===== config.mk =====
export PLATFORM = sky130hd
export DESIGN_NAME = clk_div_bank
export DESIGN_NICKNAME = d
export VERILOG_FILES = /design/src/rtl/clk_div_bank.sv
export SDC_FILE = /design/constraint.sdc
export NUM_CORES = 1
export LEC_CHECK = 0
export ABC_AREA = 1
export CORE_UTILIZATION = 32
export CTS_CLUSTER_SIZE = 10
export DETAILED_ROUTE_END_ITERATION = 8
export HOLD_SLACK_MARGIN = 0.02
export PLACE_DENSITY = 0.5
export SKIP_CTS_REPAIR_TIMING = 1
export SYNTH_ARGS = -nofsm -noshare
export SYNTH_HDL_FRONTEND = slang
export SYNTH_SLANG_ARGS = --single-unit

===== constraint.sdc =====
create_clock -name clk -period 4.6 [get_ports clk]
set_clock_uncertainty 0.1 [all_clocks]
set_input_delay 0.92 -clock clk [delete_from_list [all_inputs] [get_ports clk]]
set_output_delay 0.92 -clock clk [all_outputs]
set_load 0.05 [all_outputs]

===== src/rtl/clk_div_bank.sv =====
// N-channel 50%-duty clock divider bank with runtime half-period reload and a free-running tap.
// Latency: all outputs registered; reloads take effect at the next half-period boundary or on sync.
// Backpressure: none; writes are accepted every cycle and a newer queued value overwrites an older one.
module clk_div_bank #(
  parameter int N_CH = 3,
  parameter int CNT_W = 32,
  parameter logic [N_CH*CNT_W-1:0] DEFAULT_HALF = {32'd4096, 32'd2_000_000, 32'd50_000_000},
  parameter int TAP_W = 21,
  parameter int TAP_BIT = 13,
  localparam int SEL_W = (N_CH > 1) ? $clog2(N_CH) : 1
) (
  input  logic              clk,
  input  logic              rst_n,
  input  logic [N_CH-1:0]   en,
  input  logic              sync,
  input  logic              div_wr,
  input  logic [SEL_W-1:0]  div_sel,
  input  logic [CNT_W-1:0]  div_val,
  output logic [N_CH-1:0]   clk_out,
  output logic [N_CH-1:0]   tick,
  output logic [N_CH-1:0]   pending,
  output logic              tap_out
);

  // A zero half-period would never reach a boundary, so it is stored as 1.
  logic [CNT_W-1:0] wr_val;
  assign wr_val = (div_val == '0) ? CNT_W'(1) : div_val;

  for (genvar ch = 0; ch < N_CH; ch++) begin : g_ch
    logic [CNT_W-1:0] cnt;
    logic [CNT_W-1:0] active;
    logic [CNT_W-1:0] pend_val;
    logic [CNT_W-1:0] apply_val;
    logic [CNT_W:0]   cnt_inc;
    logic             wr_hit;
    logic             boundary;
    logic             clk_q;
    logic             tick_q;
    logic             pend_q;

    assign wr_hit    = div_wr && (int'(div_sel) == ch);
    assign apply_val = wr_hit ? wr_val : (pend_q ? pend_val : active);
    assign cnt_inc   = {1'b0, cnt} + {{CNT_W{1'b0}}, 1'b1};
    // >= rather than == so a lowered half-period below the current count ends this half at once.
    assign boundary  = cnt_inc >= {1'b0, active};

    always_ff @(posedge clk or negedge rst_n) begin
      if (!rst_n) begin
        cnt      <= '0;
        active   <= DEFAULT_HALF[ch*CNT_W +: CNT_W];
        pend_val <= '0;
        clk_q    <= 1'b0;
        tick_q   <= 1'b0;
        pend_q   <= 1'b0;
      end else if (sync) begin
        cnt    <= '0;
        clk_q  <= 1'b0;
        tick_q <= 1'b0;
        active <= apply_val;
        pend_q <= 1'b0;
      end else if (!en[ch]) begin
        tick_q <= 1'b0;
        if (wr_hit) begin
          active <= wr_val;
          pend_q <= 1'b0;
        end
      end else if (boundary) begin
        cnt    <= '0;
        clk_q  <= ~clk_q;
        tick_q <= ~clk_q;
        active <= apply_val;
        pend_q <= 1'b0;
      end else begin
        cnt    <= cnt_inc[CNT_W-1:0];
        tick_q <= 1'b0;
        if (wr_hit) begin
          pend_val <= wr_val;
          pend_q   <= 1'b1;
        end
      end
    end

    assign clk_out[ch] = clk_q;
    assign tick[ch]    = tick_q;
    assign pending[ch] = pend_q;
  end

  logic [TAP_W-1:0] tap;

  always_ff @(posedge clk or negedge rst_n) begin
    if (!rst_n) tap <= '0;
    else        tap <= tap + TAP_W'(1);
  end

  assign tap_out = tap[TAP_BIT];

endmodule


==> impl_summary.md <==
Outcome
The run finished with clean final reports.

Setup path
In this run the critical register-to-register path is launched from g_ch[1].cnt[0]$_DFFE_PN0P_. The data arrival time of the critical path is 4.48 ns. The largest driver fanout on the critical path is 32. By startpoint and endpoint, the worst setup path is classified as reg -> reg. STA classifies the critical path startpoint as a register. STA classifies the critical path endpoint as a register. The data required time at the worst endpoint is 4.99 ns. The critical path startpoint is g_ch[1].cnt[0]$_DFFE_PN0P_.

Cells and area
The final layout contains 2,859 nets. The top cell types in the final layout, fill and taps aside, are sky130_fd_sc_hd__nand2_1, sky130_fd_sc_hd__inv_1, sky130_fd_sc_hd__dfrtp_1, sky130_fd_sc_hd__nand3_1, sky130_fd_sc_hd__o21ai_0. In the final layout, the multi-input gates occupy 0.00982 sq mm. 0 antenna diodes ended up in the layout. The sequential cell area is 0.00781 sq mm. The most common library cell in the layout ignoring fill and taps is sky130_fd_sc_hd__nand2_1. The area added between synthesis and finish is 13.8%.

The number of inserted filler cells in the final layout is 6,290. In the final layout, the share of cells above drive strength 1 is 0.0633.

Synth
Yosys attributes the largest share of cell area to sky130_fd_sc_hd__dfrtp_1, sky130_fd_sc_hd__nand2_1, sky130_fd_sc_hd__ha_1, sky130_fd_sc_hd__inv_1, sky130_fd_sc_hd__nand3_1. The portion of synthesized cell area occupied by the leading cell type is 0.374. Synthesis handed over a netlist of 2,700 instances.

In this run the cell area of the synthesized design comes to 0.0195 sq mm. The cell type contributing the most total cell area after synthesis is sky130_fd_sc_hd__dfrtp_1. Of the synthesized area, sequential elements account for 0.401. The average size of a mapped cell is 7.21 sq um. The flop and latch count out of synthesis is 311. The number of nets handed over by synthesis was 2,841. The warning count from the yosys run is 0. Yosys mapped the design onto 41 distinct sky130hd cell types.

GRT
The number of antenna violations at the first check in global routing is 4. Across every metal layer, demand over resource in global routing totals 0.206. The wire length of the first global-routing pass is 100,000 microns.

Entering global routing, the biggest net connects 107 pins. The via count of the first global-routing pass is 17,000. The total grt overflow is 0.

Floorplan
The die width is 249 microns. The initialized floorplan defines 90 standard-cell rows. The number of top-level design ports is 51. The core region is 0.0602 sq mm. The die extent in y is 249 microns. For this configuration, the core starts out at a cell density of 0.323. The floorplan step defined a die boundary enclosing 0.0618 sq mm.

Timing
The final number of hold-violating endpoints is 0. Setup repair after global routing left no endpoint under its margin. Setup total negative slack on the finished layout was measured at 0 ns. Headroom to the max-slew limit came out at 0.350. Setup violations remaining at the end of the flow were counted as 0. In the post-route analysis, the smallest setup slack over all paths is 0.510 ns.

The slew at the pin with the worst max-slew slack is 0.976 ns. The clock period minus final worst setup slack is 4.09 ns. The max-slew violation count was 0. Derived from the worst setup path, the maximum achievable clock frequency is 244 MHz. The final critical-path share of the clock period is 0.889.

Clocking
The clock edge transition at the registers on the reported setup and hold paths is 0.06 ns. The latest clock arrival within the worst-skew pair is 0.58 ns. The cell chosen for the clock root is sky130_fd_sc_hd__clkbuf_16. The number of clock sinks seen by CTS is 311. The number of levels in the clock H-tree is 2. The deepest clock path buffer count is 3. The CTS tree is done.

The CTS buffer count is 41.

Detailed routing
Summed over all layers, the routed wires come to 63,500 microns. The post-detailed-route DRC marker count is 0. The first-pass iteration count of the detailed router is 5. After detailed routing, the average wire length per cell comes to 18.0 microns. The detailed router placed 17,700 vias in this run. The remaining antenna violation count after routing is 0. The number of design-rule violations left by the first detailed-router iteration is 1,299.

In the routed layout, each cell is associated on average with a via count of 5.02.

Flow run
Across the run, the number of max-cap violations was 0.

Power and ir drop
VDD sags by at most 0.251 mV. The cell leakage power is 0.0111 uW. Dividing total power by cell area gives a power density of 360 mW/mm^2.

Place
Timing analysis after detailed placement gives a worst setup slack of 0.429 ns. Summed over all nets, the half-perimeter wirelength after detailed placement is 45,800 microns. The global placer's final weighted congestion is 0.907. The number of buffers added on ports is 50.

Hold path
The classification of the worst-slack hold path is in -> async.
## report_power, final
group	switching [uW]	internal, uW
sequential	207	3120
combinational	1010	521
clock	1300	1820
## sequential cells by signal, summed over array words and instances (netlist names)
signal	cells
g_ch.active	96
g_ch.clk_q	3
g_ch.cnt	96
g_ch.pend_q	3
g_ch.pend_val	96
g_ch.tick_q	3
tap	14
## worst paths after layout
check | to | slack, ns | cells past startpoint
hold / removal | g_ch[0].cnt[28]$_DFFE_PN0P_ | 0.28 | 1
max in group asynchronous | g_ch[2].cnt[20]$_DFFE_PN0P_ | 2.95 | 2
setup / recovery | g_ch[1].active[14]$_DFFE_PN0P_ | 0.51 | 26
min in group clk | tap[0]$_DFF_PN0_ | 0.36 | 1
setup reg to reg | g_ch[1].active[14]$_DFFE_PN0P_ | 0.51 | 26
hold reg to reg | tap[0]$_DFF_PN0_ | 0.36 | 1
## routing by layer
layer  track usage  up-vias  wire length [microns]
li1              -     8727                      -
met5             0        -                      9
met4        0.0674        2                   1810
met2         0.317      470                  27900
met1         0.291     8419                  29700
met3        0.0366      110                   4010
## synth_stat cells, drive strengths merged
| library cell | count |
|---|---|
| nand2 | 898 |
| inv | 337 |
| dfrtp | 291 |
| o21ai | 225 |
| nand3 | 208 |
| nor2 | 144 |
| ha | 100 |
| nand4 | 90 |
| clkbuf | 78 |
| xor2 | 78 |
| buf | 54 |
| o22ai | 47 |
| a21oi | 43 |
| nor3 | 37 |
| dfstp | 20 |
| nor4 | 12 |
| o211ai | 10 |
| xnor2 | 9 |
| or2 | 4 |
| and3 | 3 |
| o21a | 3 |
| mux2 | 2 |
| o21bai | 2 |
| a21o | 1 |
| and2 | 1 |
| mux2i | 1 |
| nand2b | 1 |
| nor3b | 1 |
## through the flow
stage | area, sq um | power (uW) | hold slack, ns | utilization | std cells
global route | 22100 | 8430 | 0.361 | 0.367 | 3532
finish | 22100 | 7970 | 0.285 | 0.367 | 3532
detailed placement | 20800 | 4900 | 0.352 | 0.346 | 3455
CTS | 22100 | 8060 | 0.351 | 0.367 | 3530
floorplan | 19500 | 4340 | 0.322 | - | 2700
global placement | 20800 | 4860 | 0.336 | 0.346 | 3455
## critical path, stage by stage, from the launching register on
cell                      delay [ns]
sky130_fd_sc_hd__dfrtp_1        0.40
sky130_fd_sc_hd__ha_1           0.21
sky130_fd_sc_hd__nand2_1        0.08
sky130_fd_sc_hd__nor2_1         0.17
sky130_fd_sc_hd__nand2_1        0.16
sky130_fd_sc_hd__nor2_1         0.22
sky130_fd_sc_hd__nand2_1        0.12
sky130_fd_sc_hd__nor2_1         0.21
sky130_fd_sc_hd__nand2_1        0.16
sky130_fd_sc_hd__nor2_1         0.16
sky130_fd_sc_hd__xnor2_1        0.16
sky130_fd_sc_hd__inv_1          0.07
sky130_fd_sc_hd__ha_1           0.29
sky130_fd_sc_hd__nand2_1        0.12
sky130_fd_sc_hd__inv_1          0.05
sky130_fd_sc_hd__nand2_1        0.05
sky130_fd_sc_hd__nand2_1        0.05
sky130_fd_sc_hd__nand2_1        0.06
sky130_fd_sc_hd__nand2_1        0.06
sky130_fd_sc_hd__a21oi_1        0.11
sky130_fd_sc_hd__nand3_1        0.15
sky130_fd_sc_hd__inv_2          0.11
sky130_fd_sc_hd__nand3_2        0.11
sky130_fd_sc_hd__nand2_1        0.08
sky130_fd_sc_hd__buf_4          0.36
sky130_fd_sc_hd__nand2_1        0.10
sky130_fd_sc_hd__nand2_1        0.07
## logic make-up after synthesis
| group | after synthesis | synth area share |
|---|---|---|
| simple gates | 1399 | 0.305 |
| buf+inv | 469 | 0.0984 |
| compound gates | 331 | 0.0904 |
| flops | 311 | 0.401 |
| fa+ha+maj | 100 | 0.0643 |
| xor+xnor | 87 | 0.0392 |
| mux | 3 | 0.00167 |
## area by class of cell
cell class	instances	share of cell area
Sequential cell	311	0.353
Timing Repair Buffer	107	0.0448
Inverter	337	0.0571
Multi-Input combinational cell	1920	0.444
Clock inverter	5	0.00164
Clock buffer	70	0.0558
Tap cell	782	0.0442
No activity file was read; power rests on OpenSTA's default activity.
